### config.mk
export PLATFORM = sky130hd
export DESIGN_NAME = csr_regfile_flat
export DESIGN_NICKNAME = d
export VERILOG_FILES = /design/src/rtl/csr_regfile_pkg.sv /design/src/rtl/csr_regfile_if.sv /design/src/rtl/csr_counter64.sv /design/src/rtl/csr_regfile.sv /design/src/flat_wrapper.sv
export SDC_FILE = /design/constraint.sdc
export NUM_CORES = 1
export LEC_CHECK = 0
export BUFFER_PORTS_ARGS = -buffer_cell sky130_fd_sc_hd__buf_2
export CAP_MARGIN = 10
export CELL_PAD_IN_SITES_DETAIL_PLACEMENT = 1
export CELL_PAD_IN_SITES_GLOBAL_PLACEMENT = 1
export CORE_MARGIN = 2
export CORE_UTILIZATION = 45
export DETAILED_ROUTE_END_ITERATION = 10
export PLACE_DENSITY_LB_ADDON = 0.05
export SETUP_SLACK_MARGIN = 0.15
export SLEW_MARGIN = 20
export SYNTH_ARGS = -nofsm -noshare
export SYNTH_HDL_FRONTEND = slang
export SYNTH_SLANG_ARGS = --single-unit
### constraint.sdc
create_clock -name clk_i -period 3.01 [get_ports clk_i]
set_clock_uncertainty 0.05 [all_clocks]
set_input_delay 0.4515 -clock clk_i [delete_from_list [all_inputs] [get_ports clk_i]]
set_output_delay 0.4515 -clock clk_i [all_outputs]
set_load 0.1 [all_outputs]
### src/rtl/csr_regfile_pkg.sv
// Shared CSR addresses, field positions and WARL helpers for the machine-mode register file.
package csr_regfile_pkg;

    typedef enum logic [1:0] {
        PRIV_U = 2'b00,
        PRIV_S = 2'b01,
        PRIV_M = 2'b11
    } priv_e;

    localparam logic [11:0] CSR_MSTATUS   = 12'h300;
    localparam logic [11:0] CSR_MISA      = 12'h301;
    localparam logic [11:0] CSR_MIE       = 12'h304;
    localparam logic [11:0] CSR_MTVEC     = 12'h305;
    localparam logic [11:0] CSR_MSCRATCH  = 12'h340;
    localparam logic [11:0] CSR_MEPC      = 12'h341;
    localparam logic [11:0] CSR_MCAUSE    = 12'h342;
    localparam logic [11:0] CSR_MIP       = 12'h344;
    localparam logic [11:0] CSR_MCYCLE    = 12'hB00;
    localparam logic [11:0] CSR_MINSTRET  = 12'hB02;
    localparam logic [11:0] CSR_MCYCLEH   = 12'hB80;
    localparam logic [11:0] CSR_MINSTRETH = 12'hB82;
    localparam logic [11:0] CSR_CYCLE     = 12'hC00;
    localparam logic [11:0] CSR_INSTRET   = 12'hC02;
    localparam logic [11:0] CSR_CYCLEH    = 12'hC80;
    localparam logic [11:0] CSR_INSTRETH  = 12'hC82;
    localparam logic [11:0] CSR_MHARTID   = 12'hF14;

    localparam int MSTATUS_MIE  = 3;
    localparam int MSTATUS_MPIE = 7;
    localparam int MIP_MTIP     = 7;
    localparam int MIP_MEIP     = 11;

    localparam logic [31:0] MISA_VALUE    = 32'h4000_1100;
    localparam logic [31:0] MSTATUS_WMASK = 32'h0000_0088;
    localparam logic [31:0] MIE_WMASK     = 32'h0000_0888;
    localparam logic [31:0] MTVEC_WMASK   = 32'hFFFF_FFFC;
    localparam logic [31:0] MEPC_WMASK    = 32'hFFFF_FFFC;

    function automatic logic csr_writable(input logic [11:0] addr);
        case (addr)
            CSR_MSTATUS, CSR_MIE, CSR_MTVEC, CSR_MSCRATCH, CSR_MEPC, CSR_MCAUSE,
            CSR_MCYCLE, CSR_MCYCLEH, CSR_MINSTRET, CSR_MINSTRETH: csr_writable = 1'b1;
            default:                                              csr_writable = 1'b0;
        endcase
    endfunction

    // Value a writable CSR will read back after storing wdata.
    function automatic logic [31:0] warl_view(input logic [11:0] addr, input logic [31:0] wdata);
        case (addr)
            CSR_MSTATUS: warl_view = (wdata & MSTATUS_WMASK) | {19'b0, PRIV_M, 11'b0};
            CSR_MIE:     warl_view = wdata & MIE_WMASK;
            CSR_MTVEC:   warl_view = wdata & MTVEC_WMASK;
            CSR_MEPC:    warl_view = wdata & MEPC_WMASK;
            default:     warl_view = wdata;
        endcase
    endfunction

endpackage

### src/rtl/csr_regfile_if.sv
// CSR read/write bus between the execute/write-back stages (master) and the register file (slave).
interface csr_regfile_if #(
    parameter int DATA_WIDTH     = 32,
    parameter int CSR_ADDR_WIDTH = 12
);
    logic [CSR_ADDR_WIDTH-1:0] csr_raddr_i;
    logic [DATA_WIDTH-1:0]     csr_rdata_o;
    logic                      csr_we_i;
    logic [CSR_ADDR_WIDTH-1:0] csr_waddr_i;
    logic [DATA_WIDTH-1:0]     csr_wdata_i;

    modport master (
        output csr_raddr_i,
        input  csr_rdata_o,
        output csr_we_i,
        output csr_waddr_i,
        output csr_wdata_i
    );

    modport slave (
        input  csr_raddr_i,
        output csr_rdata_o,
        input  csr_we_i,
        input  csr_waddr_i,
        input  csr_wdata_i
    );
endinterface

### src/rtl/csr_counter64.sv
// Wide free-running counter with independent low/high write ports; a write wins over the increment.
module csr_counter64 #(
    parameter int HALF_W = 32
) (
    input  logic                clk_i,
    input  logic                rst_i,
    input  logic                inc_i,
    input  logic                wr_lo_i,
    input  logic                wr_hi_i,
    input  logic [HALF_W-1:0]   wdata_i,
    output logic [2*HALF_W-1:0] cnt_o
);
    logic [2*HALF_W-1:0] cnt_q, cnt_d;

    always_comb begin
        cnt_d = cnt_q;
        if (wr_lo_i) begin
            cnt_d = {cnt_q[2*HALF_W-1:HALF_W], wdata_i};
        end else if (wr_hi_i) begin
            cnt_d = {wdata_i, cnt_q[HALF_W-1:0]};
        end else if (inc_i) begin
            cnt_d = cnt_q + 1'b1;
        end
    end

    always_ff @(posedge clk_i or negedge rst_i) begin
        if (!rst_i) begin
            cnt_q <= '0;
        end else begin
            cnt_q <= cnt_d;
        end
    end

    assign cnt_o = cnt_q;
endmodule

### src/rtl/csr_regfile.sv
// Machine-mode CSR file: combinational read with write bypass, 64-bit counters, interrupt pending and trap/mret updates.
module csr_regfile
    import csr_regfile_pkg::*;
#(
    parameter int DATA_WIDTH     = 32,
    parameter int CSR_ADDR_WIDTH = 12,
    parameter int HART_ID        = 0
) (
    input  logic                  clk_i,
    input  logic                  rst_i,
    csr_regfile_if.slave          csr_bus,
    input  logic                  instret_i,
    input  logic                  timer_irq_i,
    input  logic                  ext_irq_i,
    input  logic                  trap_i,
    input  logic [DATA_WIDTH-1:0] trap_cause_i,
    input  logic [DATA_WIDTH-1:0] trap_pc_i,
    input  logic                  mret_i,
    output logic [DATA_WIDTH-1:0] mtvec_o,
    output logic [DATA_WIDTH-1:0] mepc_o,
    output logic                  irq_pending_o
);
    logic [CSR_ADDR_WIDTH-1:0] raddr, waddr;
    logic [DATA_WIDTH-1:0]     wdata;
    logic                      we;

    assign raddr = csr_bus.csr_raddr_i;
    assign waddr = csr_bus.csr_waddr_i;
    assign wdata = csr_bus.csr_wdata_i;
    assign we    = csr_bus.csr_we_i;

    logic                  mstatus_mie_q, mstatus_mie_d;
    logic                  mstatus_mpie_q, mstatus_mpie_d;
    logic [DATA_WIDTH-1:0] mie_q, mie_d;
    logic [DATA_WIDTH-1:0] mip_q, mip_d;
    logic [DATA_WIDTH-1:0] mtvec_q, mtvec_d;
    logic [DATA_WIDTH-1:0] mscratch_q, mscratch_d;
    logic [DATA_WIDTH-1:0] mepc_q, mepc_d;
    logic [DATA_WIDTH-1:0] mcause_q, mcause_d;

    logic [2*DATA_WIDTH-1:0] mcycle, minstret;
    logic [DATA_WIDTH-1:0]   mstatus_rd;

    logic we_mstatus, we_mie, we_mtvec, we_mscratch, we_mepc, we_mcause;

    assign we_mstatus  = we && (waddr == CSR_MSTATUS);
    assign we_mie      = we && (waddr == CSR_MIE);
    assign we_mtvec    = we && (waddr == CSR_MTVEC);
    assign we_mscratch = we && (waddr == CSR_MSCRATCH);
    assign we_mepc     = we && (waddr == CSR_MEPC);
    assign we_mcause   = we && (waddr == CSR_MCAUSE);

    // Per-register priority: trap entry, then CSR write, then mret.
    always_comb begin
        mstatus_mie_d  = mstatus_mie_q;
        mstatus_mpie_d = mstatus_mpie_q;
        if (trap_i) begin
            mstatus_mpie_d = mstatus_mie_q;
            mstatus_mie_d  = 1'b0;
        end else if (we_mstatus) begin
            mstatus_mie_d  = wdata[MSTATUS_MIE];
            mstatus_mpie_d = wdata[MSTATUS_MPIE];
        end else if (mret_i) begin
            mstatus_mie_d  = mstatus_mpie_q;
            mstatus_mpie_d = 1'b1;
        end

        mepc_d = mepc_q;
        if (trap_i) begin
            mepc_d = trap_pc_i & MEPC_WMASK;
        end else if (we_mepc) begin
            mepc_d = wdata & MEPC_WMASK;
        end

        mcause_d = mcause_q;
        if (trap_i) begin
            mcause_d = trap_cause_i;
        end else if (we_mcause) begin
            mcause_d = wdata;
        end

        mie_d      = we_mie      ? (wdata & MIE_WMASK)   : mie_q;
        mtvec_d    = we_mtvec    ? (wdata & MTVEC_WMASK) : mtvec_q;
        mscratch_d = we_mscratch ? wdata                 : mscratch_q;

        mip_d           = '0;
        mip_d[MIP_MTIP] = timer_irq_i;
        mip_d[MIP_MEIP] = ext_irq_i;
    end

    always_ff @(posedge clk_i or negedge rst_i) begin
        if (!rst_i) begin
            mstatus_mie_q  <= 1'b0;
            mstatus_mpie_q <= 1'b0;
            mie_q          <= '0;
            mip_q          <= '0;
            mtvec_q        <= '0;
            mscratch_q     <= '0;
            mepc_q         <= '0;
            mcause_q       <= '0;
        end else begin
            mstatus_mie_q  <= mstatus_mie_d;
            mstatus_mpie_q <= mstatus_mpie_d;
            mie_q          <= mie_d;
            mip_q          <= mip_d;
            mtvec_q        <= mtvec_d;
            mscratch_q     <= mscratch_d;
            mepc_q         <= mepc_d;
            mcause_q       <= mcause_d;
        end
    end

    csr_counter64 #(.HALF_W(DATA_WIDTH)) u_mcycle (
        .clk_i   (clk_i),
        .rst_i   (rst_i),
        .inc_i   (1'b1),
        .wr_lo_i (we && (waddr == CSR_MCYCLE)),
        .wr_hi_i (we && (waddr == CSR_MCYCLEH)),
        .wdata_i (wdata),
        .cnt_o   (mcycle)
    );

    csr_counter64 #(.HALF_W(DATA_WIDTH)) u_minstret (
        .clk_i   (clk_i),
        .rst_i   (rst_i),
        .inc_i   (instret_i),
        .wr_lo_i (we && (waddr == CSR_MINSTRET)),
        .wr_hi_i (we && (waddr == CSR_MINSTRETH)),
        .wdata_i (wdata),
        .cnt_o   (minstret)
    );

    assign mstatus_rd = {19'b0, PRIV_M, 3'b0, mstatus_mpie_q, 3'b0, mstatus_mie_q, 3'b0};

    // Same-cycle write to the addressed CSR is forwarded in its stored (masked) form.
    always_comb begin
        csr_bus.csr_rdata_o = '0;
        case (raddr)
            CSR_MSTATUS:                 csr_bus.csr_rdata_o = mstatus_rd;
            CSR_MISA:                    csr_bus.csr_rdata_o = MISA_VALUE;
            CSR_MIE:                     csr_bus.csr_rdata_o = mie_q;
            CSR_MTVEC:                   csr_bus.csr_rdata_o = mtvec_q;
            CSR_MSCRATCH:                csr_bus.csr_rdata_o = mscratch_q;
            CSR_MEPC:                    csr_bus.csr_rdata_o = mepc_q;
            CSR_MCAUSE:                  csr_bus.csr_rdata_o = mcause_q;
            CSR_MIP:                     csr_bus.csr_rdata_o = mip_q;
            CSR_MCYCLE, CSR_CYCLE:       csr_bus.csr_rdata_o = mcycle[DATA_WIDTH-1:0];
            CSR_MCYCLEH, CSR_CYCLEH:     csr_bus.csr_rdata_o = mcycle[2*DATA_WIDTH-1:DATA_WIDTH];
            CSR_MINSTRET, CSR_INSTRET:   csr_bus.csr_rdata_o = minstret[DATA_WIDTH-1:0];
            CSR_MINSTRETH, CSR_INSTRETH: csr_bus.csr_rdata_o = minstret[2*DATA_WIDTH-1:DATA_WIDTH];
            CSR_MHARTID:                 csr_bus.csr_rdata_o = DATA_WIDTH'(HART_ID);
            default:                     csr_bus.csr_rdata_o = '0;
        endcase
        if (we && (waddr == raddr) && csr_writable(waddr)) begin
            csr_bus.csr_rdata_o = warl_view(waddr, wdata);
        end
    end

    assign mtvec_o       = mtvec_q;
    assign mepc_o        = mepc_q;
    assign irq_pending_o = mstatus_mie_q & |(mie_q & mip_q);
endmodule

### src/flat_wrapper.sv
// flat-port wrapper written by rule: the top's interface ports become plain ports
module csr_regfile_flat import csr_regfile_pkg::*;
#(
    parameter int DATA_WIDTH     = 32,
    parameter int CSR_ADDR_WIDTH = 12,
    parameter int HART_ID        = 0
)
  (clk_i, rst_i, instret_i, timer_irq_i, ext_irq_i, trap_i, trap_cause_i, trap_pc_i, mret_i, mtvec_o, mepc_o, irq_pending_o, csr_bus_csr_raddr_i, csr_bus_csr_rdata_o, csr_bus_csr_we_i, csr_bus_csr_waddr_i, csr_bus_csr_wdata_i);
  csr_regfile_if #(.DATA_WIDTH(DATA_WIDTH), .CSR_ADDR_WIDTH(CSR_ADDR_WIDTH)) csr_bus_i ();
  input  logic clk_i;
  input  logic rst_i;
  input  logic instret_i;
  input  logic timer_irq_i;
  input  logic ext_irq_i;
  input  logic trap_i;
  input  logic [DATA_WIDTH-1:0] trap_cause_i;
  input  logic [DATA_WIDTH-1:0] trap_pc_i;
  input  logic mret_i;
  output logic [DATA_WIDTH-1:0] mtvec_o;
  output logic [DATA_WIDTH-1:0] mepc_o;
  output logic irq_pending_o;
  input wire logic [$bits(csr_bus_i.csr_raddr_i)-1:0] csr_bus_csr_raddr_i;
  output wire logic [$bits(csr_bus_i.csr_rdata_o)-1:0] csr_bus_csr_rdata_o;
  input wire logic [$bits(csr_bus_i.csr_we_i)-1:0] csr_bus_csr_we_i;
  input wire logic [$bits(csr_bus_i.csr_waddr_i)-1:0] csr_bus_csr_waddr_i;
  input wire logic [$bits(csr_bus_i.csr_wdata_i)-1:0] csr_bus_csr_wdata_i;
  assign csr_bus_i.csr_raddr_i = csr_bus_csr_raddr_i;
  assign csr_bus_csr_rdata_o = csr_bus_i.csr_rdata_o;
  assign csr_bus_i.csr_we_i = csr_bus_csr_we_i;
  assign csr_bus_i.csr_waddr_i = csr_bus_csr_waddr_i;
  assign csr_bus_i.csr_wdata_i = csr_bus_csr_wdata_i;
  csr_regfile #(.DATA_WIDTH(DATA_WIDTH), .CSR_ADDR_WIDTH(CSR_ADDR_WIDTH), .HART_ID(HART_ID)) u_core (.clk_i(clk_i), .rst_i(rst_i), .csr_bus(csr_bus_i), .instret_i(instret_i), .timer_irq_i(timer_irq_i), .ext_irq_i(ext_irq_i), .trap_i(trap_i), .trap_cause_i(trap_cause_i), .trap_pc_i(trap_pc_i), .mret_i(mret_i), .mtvec_o(mtvec_o), .mepc_o(mepc_o), .irq_pending_o(irq_pending_o));
endmodule
* Word level (Yosys, flattened, before mapping) *
Cells that the tools add are included.
Widths: inputs -> output; s select.

operators by class
  reduce and logical (&&, ||, !) cells = 26
  multiplexer cells = 19
  equality and inequality tests = 29
  bitwise gates (word level) = 3
  add/subtract/negate cells = 2

operators with widths
  kind                   count
  $pmux 32 s12           1
  $mux 32                7
  $mux 64                3
  $eq 12x10->1 const B   14
  $eq 12x12->1 const B   12
  $add 64x1->64 const B  2
  $pmux 32 s3            1
  $reduce_or 32->1       1
  $and 12x12->12         1
  $eq 12x12->1           1
  $logic_and 1x1->1      12
  $reduce_or 10->1       1
  $reduce_or 2->1        5
  $reduce_bool 2->1      4
  $mux 1                 7
  $ne 2x2->1 const B     2
  $reduce_and 2->1       2
  $reduce_bool 3->1      1
  $and 1x1->1            1
  $not 1->1              1

storage, ports and cells
  input bits = 128
  output and inout port bits = 97
  register bits = 261
  logic and storage cells = 91

* Longest topological paths before layout *
Gate-level depths: netlist (run 1).

  depth after elaboration = 5
  depth in mapped cells = 9

* Cells and area by module *
From an unflattened synthesis (run 1), not the netlist that was laid out.

unflattened totals
  cell total of the unflattened synthesis = 1921
  area, all modules = 17106.4 µm²

by module, submodules not included
  module                              sequential area each (µm²)  area each (µm²)  cells each  instances
  csr_regfile                         3278.1                      8595.7           900         1
  csr_counter64 at u_core.u_minstret  1601.5                      4521.8           553         1
  csr_counter64 at u_core.u_mcycle    1601.5                      3988.8           468         1

* Worst setup path before layout (run 1) *
Ideal clock, no wire load.

  kind = input-to-output
  from = in csr_bus_csr_raddr_i[7]
  to = out csr_bus_csr_rdata_o[17]
  setup slack = -1574 ps
  data required time = 2508 ps
  arrival time = 4083 ps
  stages on the path = 7
  cells stage by stage = buf_2 -> nor4b_2 -> nand3_1 -> clkbuf_1 -> nor2_1 -> a2111oi_0 -> o21ai_0

between the ends
  cells in the longest elaborated chain, start to end = 4
  elaborated cells on any way between the ends = 25
  classes of those cells = eq/ne (17); mux (2); reduce/logical (6)

ends and longest elaborated chain
  what                                                  RTL line                                source
  start: declaration                                    flat_wrapper.sv:22                      input wire logic [$bits(csr_bus_i.csr_raddr_i)-1:0] csr_bus_csr_raddr_i;
  $eq 12x12->1, on equally long branches                csr_regfile.sv:138, csr_regfile.sv:154
  $reduce_or 2->1 or $logic_and 1x1->1 (tied branches)  csr_regfile.sv:138, csr_regfile.sv:154
  $pmux 32 s12 or $logic_and 1x1->1 (tied branches)     csr_regfile.sv:138, csr_regfile.sv:154
  $mux 32 (*)                                           csr_regfile.sv:154                      if (we && (waddr == raddr) && csr_writable(waddr)) begin
  end: declaration                                      flat_wrapper.sv:23                      output wire logic [$bits(csr_bus_i.csr_rdata_o)-1:0] csr_bus_csr_rdata_o;

Mark *: on every way between the ends. The rest lies on a longest branch, timed or not.

* Final worst setup path (run 1) *
  from = in csr_bus_csr_raddr_i[10]
  to = out csr_bus_csr_rdata_o[6]

The elaborated chain is that of the path after synthesis.

==> flow_metrics.py, run 1 <==
metrics = {
    "logic_synthesis": {
        "synth_compound_area_share_pct": 17.0,
        "postSynthAreaPerCell_um2": 8.88,
        "synthAdderAreaFrac_pct": 0.155,
        "synth-xor-area-share_pct": 3.25,
        "synth.mux.area_fraction_pct": 13.6,
        "synth_top_family_by_area": "simple AND/OR/NAND/NOR gates",
        "yosysTopAreaCellShare_pct": 40.1,
        "ys_types": 86,
        "synth_top_cell_by_area": "dfrtp_1",
        "seq_area_frac_synth_pct": 40.1,
        "synth_edf_count": 0,
        "synth-seq-cells": 259,
        "async_flop_share_pct": 100,
        "synth_ff_type": "dfrtp_1",
        "synthSimpleGateAreaFrac_pct": 21.4,
        "yosys-top-cells-area": "dfrtp_1, mux2i_1, mux2_2, nand2_1, nor2_1",
        "synthCells": 1822,
        "yosysWarnings": 0,
        "synthesis.area_mm2": 0.0162,
    },
    "floorplanning": {
        "core_region_area_mm2": 0.0355,
        "fp-row-count": 69,
        "initial_utilization_pct": 45.6,
        "die_w_um": 194,
        "ios": 225,
        "die-height_um": 194,
        "dieArea_mm2": 0.0375,
    },
    "outcome": {
        "status": "complete, no violations",
    },
    "placement": {
        "dp.cells": 2518,
        "gp_congestion": 0.984,
        "hpwl_um": 53200,
        "portBuffers": 218,
        "dp_slack_ns": -0.142,
        "placed_cell_area_mm2": 0.0197,
    },
    "drt": {
        "ant_nets": 0,
        "first_iter_violations": 1719,
        "wirelength_um": 75700,
        "wire_per_inst_um": 28.7,
        "first_pass_iters": 6,
        "viasPerCell": 6.52,
        "vias": 17200,
        "drc": 0,
    },
    "setup_path": {
        "reg2regPathDepth": 7,
        "required_ns": 2.51,
        "ff2ff_setup_slack_ns": 0.27,
        "crit_start": "csr_bus_csr_raddr_i[10]",
        "path_max_fanout": 7,
        "crit_path_end": "csr_bus_csr_rdata_o[6]",
        "worst-endpoint-arrival_ns": 2.47,
        "reg2reg_to": "u_core.u_mcycle.cnt_o[52]$_DFFE_PN0N_",
        "setup.worst_path.start_class": "input port",
        "crit_type": "in2out",
        "end_kind": "primary output",
        "r2r_start": "u_core.u_mcycle.cnt_o[13]$_DFFE_PN0P_",
    },
    "clock_network": {
        "cts_sinks": 259,
        "path_clk_slew_ns": 0.06,
        "numCtsBuffers": 31,
        "insertion_delay_ns": 0.61,
        "cts_root_buf": "clkbuf_16",
        "ctsLongestPathBuffers": 3,
        "cts_max_level": 1,
        "cts_tree": "built",
    },
    "timing": {
        "rsz0062_at_grt": "yes",
        "min_period_over_period_pct": 98.7,
        "setup_slack_ns": 0.0393,
        "finalCriticalPeriod_ns": 2.97,
        "maxSlewViolCount": 0,
        "fmax_mhz": 337,
        "tightest_slew_ns": 0.950,
        "setup_violations": 0,
        "slew_headroom_pct": 36.7,
        "hold_viol": 0,
        "whs_ns": 0.00535,
    },
    "power": {
        "ir_worst_vdd_mv": 0.490,
        "power_density_mw_per_mm2": 430,
        "p_leak_nw": 9.42,
    },
    "global_route": {
        "grt_max_degree": 128,
        "grt_usage_pct": 39.2,
        "antenna_found_initial": 2,
        "grt_pass1_wl_um": 113000,
        "overflow": 0,
        "grt_pass1_vias": 17800,
    },
    "final_layout": {
        "stdcell_count": 2637,
        "flow.area_growth_from_synthesis_pct": 34.9,
        "layout.nets": 2280,
        "design_area_mm2": 0.0218,
        "final_layout_size_suffix_gt1_share_pct": 32.7,
    },
    "worst_hold_path": {
        "hold_class": "in2reg",
    },
    "flow_run": {
        "cap_viol_max_count": 0,
    },
}
cells by family (layout without fill, tap and decap cells):
kind of cell               Yosys count  count (layout)
AOI/OAI and AO/OA                  431             431
muxes                              203             203
buffers and inverters              178             527
DFF                                259             259
xor gates and xnor gates            60              60
and+or+nand+nor                    688             688
other                                1               6
adders and majority gates            2               2
cell usage after synthesis (all sizes together), types with 6 or more instances:
| library cell | count |
|---|---|
| a31oi | 14 |
| and3 | 22 |
| nand3 | 76 |
| clkbuf | 101 |
| o221a | 14 |
| o211ai | 11 |
| xnor2 | 40 |
| or2 | 7 |
| or3 | 7 |
| nor4 | 33 |
| a211oi | 19 |
| o2bb2ai | 10 |
| dfrtp | 259 |
| nand2b | 8 |
| a22oi | 24 |
| nand2 | 209 |
| nor2 | 169 |
| o22ai | 23 |
| mux4 | 6 |
| nand4 | 56 |
| and4 | 7 |
| xor2 | 20 |
| buf | 47 |
| mux2 | 75 |
| nor2b | 7 |
| mux2i | 122 |
| o32ai | 10 |
| nor3 | 55 |
| a221o | 7 |
| inv | 30 |
| a2111oi | 13 |
| o21ai | 153 |
| a21oi | 88 |
report_power, final:
group | leakage [nW] | switching, mW | internal, mW
Sequential | 3.29 | 0.320 | 3.69
Clock | 0.490 | 1.62 | 2.17
Combinational | 5.64 | 1.09 | 0.497
Total | 9.42 | 3.03 | 6.36
critical path: stages:
cell and delay, ns:
buf_2 0.14, buf_4 0.17, nor4bb_4 0.32, buf_6 0.19, buf_4 0.13, and3_2 0.31
a221o_1 0.24, a31oi_2 0.07, o21ai_4 0.23, buf_12 0.21
layout make-up:
cell class	count	area, µm²
Clock buffer	47	876
Clock inverter	10	115
Sequential cell	259	6490
Antenna cell	2	5.00
Inverter	30	113
Fill cell	3964	13600
Multi-Input combinational cell	1388	9970
Tap cell	461	577
Timing Repair Buffer	440	3690
how the worst min path moves through the flow:
stage                        from                              endpoint  slack (ns)  depth (start not counted)
finish              trap_pc_i[19]         u_core.mepc_o[19]$_DFFE_PN0P_       0.005                          3
global route        trap_pc_i[17]         u_core.mepc_o[17]$_DFFE_PN0P_        0.02                          3
CTS                 trap_pc_i[19]         u_core.mepc_o[19]$_DFFE_PN0P_      0.0006                          3
detailed placement          rst_i  u_core.u_mcycle.cnt_o[2]$_DFFE_PN0P_        0.43                          1
global placement            rst_i  u_core.u_mcycle.cnt_o[1]$_DFFE_PN0P_        0.43                          1
floorplan                   rst_i        u_core.mcause_q[0]$_DFFE_PN0P_        0.11                          0
state kept, by name, summed over array words and instances (netlist names):
signal	count
u_core.u_mcycle.cnt_o	64
u_core.u_minstret.cnt_o	64
u_core.mcause_q	32
u_core.mscratch_q	32
u_core.mepc_o	30
u_core.mtvec_o	30
u_core.mie_q	3
u_core.mip_q	2
u_core.mstatus_mie_q	1
u_core.mstatus_mpie_q	1
stage by stage:
stage / utilization (%) / power (mW) / setup TNS, ns
after floorplan: - / 4.83 / 0
after global placement: 55.5 / 5.43 / -0.899
after detailed placement: 55.5 / 5.48 / -1.21
after CTS: 60.5 / 9.31 / 0
after global routing: 61.5 / 9.64 / -0.0487
final: 61.5 / 9.39 / 0
what timing repair did:
item,4_1_cts,5_1_grt
gates cloned,0,0
hold endpoints to repair,80,0
pin swaps,17,23
setup endpoints to repair,33,33
gates resized for setup,92,48
buffers inserted,31,17
hold buffers,12,0
per-layer routing:
metal / GRT usage (%) / share of wire, %
met5: 0 / 0
met4: 14.2 / 3.7
met3: 5.50 / 7.9
met2: 62.2 / 46
met1: 54.8 / 42
layout by cell type (no fill, tap or decap), types with 12 or more instances in the layout:
cell type        n
o21ai_1         39
buf_4          179
inv_1           29
dlygate4sd3_1   12
nor3_1          47
and3_1          20
buf_2          177
xnor2_1         40
nor4_1          19
a22oi_1         17
a21oi_1         78
xor2_1          16
nand2_1        209
a211oi_1        17
mux2i_1        120
o22ai_1         17
clkbuf_1        12
nand3_1         71
mux2_2          75
clkbuf_16       31
dfrtp_1        250
o21ai_0        103
buf_12          58
nand4_1         54
nor2_1         161
Power figures use the tool's default switching activity.
==> run 2: changes to the inputs <==
Settings changed: ABC_AREA from default to 1, CORE_UTILIZATION 45 to 42.
==> flow_metrics.py, run 2 <==
metrics = {
    "outcome": {
        "status": "complete, no violations",
    },
    "final_layout": {
        "utilization_pct": 52.1,
        "stdcell_count": 3777,
        "final_cell_mix": "nand2_1, nor2_1, nand3_1",
        "flow.area_growth_from_synthesis_pct": 23.0,
        "final_common_cell": "nand2_1",
        "final_layout_size_suffix_gt1_share_pct": 15.6,
        "layout.nets": 3289,
    },
    "floorplanning": {
        "ios": 225,
        "initial_utilization_pct": 42.4,
        "die-height_um": 215,
        "dieArea_mm2": 0.0461,
        "fp-row-count": 77,
        "die_w_um": 215,
        "core_region_area_mm2": 0.0440,
    },
    "drt": {
        "wire_per_inst_um": 26.3,
        "vias": 22800,
        "drc": 0,
        "viasPerCell": 6.05,
        "first_iter_violations": 2541,
        "wirelength_um": 99400,
        "first_pass_iters": 5,
        "ant_nets": 0,
    },
    "power": {
        "power.share.sequential_pct": 40.5,
        "power_density_mw_per_mm2": 444,
        "swShare_pct": 34.6,
        "ir_worst_vdd_mv": 0.466,
        "pwr-share-comb_pct": 17.5,
        "clkPwrFrac_pct": 42.0,
        "p_sw_mw": 3.52,
        "p_leak_nw": 10.7,
        "p_int_mw": 6.67,
    },
    "clock_network": {
        "ctsLongestPathBuffers": 3,
        "path_clk_slew_ns": 0.06,
        "cts_max_level": 2,
        "cts_sinks": 259,
        "cts_tree": "built",
        "numCtsBuffers": 34,
        "insertion_delay_ns": 0.58,
        "cts_root_buf": "clkbuf_16",
    },
    "setup_path": {
        "crit_type": "in2out",
        "r2r_start": "u_core.u_minstret.cnt_o[0]$_DFFE_PN0P_",
        "required_ns": 2.51,
        "worst-endpoint-arrival_ns": 2.40,
        "ff2ff_setup_slack_ns": 0.25,
        "reg2reg_to": "u_core.u_minstret.cnt_o[46]$_DFFE_PN0P_",
        "reg2regPathDepth": 12,
        "end_kind": "primary output",
        "path_max_fanout": 14,
        "setup.worst_path.start_class": "input port",
    },
    "placement": {
        "dp.cells": 3691,
        "portBuffers": 218,
        "hpwl_um": 74800,
        "gp_congestion": 1.02,
    },
    "logic_synthesis": {
        "synthCells": 2915,
        "yosysMostFrequentCell": "nand2_1",
        "yosysWarnings": 0,
        "synthesis.area_mm2": 0.0187,
        "async_flop_share_pct": 100,
        "synth_ff_type": "dfrtp_1",
        "seq_area_frac_synth_pct": 34.7,
        "synth_top_cell_by_area": "dfrtp_1",
        "yosysTopAreaCellShare_pct": 34.7,
        "ys_types": 47,
        "yosys-top-cells-area": "dfrtp_1, nand2_1, nand3_1, nor2_1, inv_1",
        "synth_edf_count": 0,
        "synthTopCellsByCount": "nand2_1, nor2_1, nand3_1, inv_1, dfrtp_1",
        "postSynthAreaPerCell_um2": 6.40,
        "synth-seq-cells": 259,
    },
    "timing": {
        "fmax_mhz": 344,
        "setup_violations": 0,
        "hold_viol": 0,
        "whs_ns": 0.0749,
        "min_period_over_period_pct": 96.5,
        "maxSlewViolCount": 0,
        "finalCriticalPeriod_ns": 2.90,
        "slew_headroom_pct": 33.1,
        "tightest_slew_ns": 1.00,
        "rsz0062_at_grt": "yes",
    },
    "worst_hold_path": {
        "min_to": "u_core.mcause_q[3]$_DFFE_PN0P_",
        "hold_path.startpoint": "trap_cause_i[3]",
        "hold_class": "in2reg",
        "worstHoldPathCells": 3,
    },
    "global_route": {
        "grt_max_degree": 65,
        "antenna_found_initial": 7,
        "grt_pass1_wl_um": 146000,
        "grt_pass1_vias": 23100,
        "overflow": 0,
        "grt_usage_pct": 42.1,
    },
    "flow_run": {
        "cap_viol_max_count": 0,
    },
}
[run 2: cell count changes after synthesis, sizes merged, moves of 75 or more]
cell and delta:
mux2i -122, nor2 +262, nand3 +258, nand2 +623, inv +280, mux2 -75
[run 2: worst max path at each step]
stage	endpoint	slack (ns)	depth (start not counted)	start
final	csr_bus_csr_rdata_o[4]	0.11	12	csr_bus_csr_raddr_i[11]
after detailed placement	csr_bus_csr_rdata_o[15]	-0.07	15	csr_bus_csr_raddr_i[0]
after CTS	csr_bus_csr_rdata_o[19]	0.12	13	csr_bus_csr_raddr_i[4]
after global placement	csr_bus_csr_rdata_o[13]	-0.03	14	csr_bus_csr_raddr_i[9]
after global routing	csr_bus_csr_rdata_o[9]	0.03	12	csr_bus_csr_raddr_i[11]
after floorplan	csr_bus_csr_rdata_o[30]	0.23	12	csr_bus_csr_raddr_i[11]
[run 2: cell type report]
type / count / area (µm²)
Fill cell: 5922 / 21100
Multi-Input combinational cell: 2225 / 10600
Sequential cell: 259 / 6480
Timing Repair Buffer: 327 / 2750
Inverter: 312 / 1170
Clock buffer: 51 / 995
Tap cell: 592 / 741
Clock inverter: 10 / 150
Antenna cell: 1 / 2.50
[run 2: cells by family after synthesis]
group                      synth area share [%]
DFF                                        34.7
other                                    0.0201
adders and majority gates                 0.134
xor gates and xnor gates                   2.11
buffers and inverters                      9.55
AOI/OAI and AO/OA                          13.0
and+or+nand+nor                            40.4
[run 2: timing repair]
item,CTS,global route
gates cloned,1,3
gates resized for setup,13,56
endpoints found under the hold margin,55,0
endpoints found under the setup margin,31,35
pin swaps,3,14
hold buffers,3,0
buffers inserted,5,12
[run 2: worst max-delay path, cell delays in order]
cell and delay [ns]:
buf_2 0.16, buf_4 0.19, nand2_1 0.08, nor3_1 0.35
o21ai_0 0.21, nand2_1 0.14, nor2_1 0.05, nand3_1 0.11
buf_12 0.15, nand3_1 0.14, nand2_1 0.15, buf_12 0.19
[run 2: layer usage]
metal	global-route usage [%]	vias up	share of wire, %
li1	-	10000	-
met1	54.4	11200	39
met2	64.9	1243	44
met3	8.12	344	9.6
met4	26.6	2	7.3
met5	0	-	0.016
[run 2: power by group through the flow]
stage / Combinational [mW] / Clock, mW / Sequential [mW]
2_1_floorplan: 0.748 / 0 / 4.35
3_3_place_gp: 1.66 / 0 / 4.15
3_5_place_dp: 1.71 / 0 / 4.16
4_1_cts: 1.73 / 4.28 / 4.10
5_1_grt: 1.89 / 4.42 / 4.15
6_report: 1.79 / 4.28 / 4.13
[run 2: through the flow]
stage / instance area, µm² / setup WS (ns) / power [mW] / TNS [ns]
floorplan: 18700 / 0.228 / 5.09 / 0
global placement: 21300 / -0.0329 / 5.80 / -0.0329
detailed placement: 21300 / -0.0657 / 5.87 / -0.111
CTS: 22600 / 0.122 / 10.1 / 0
global route: 22900 / 0.0329 / 10.5 / 0
finish: 22900 / 0.107 / 10.2 / 0
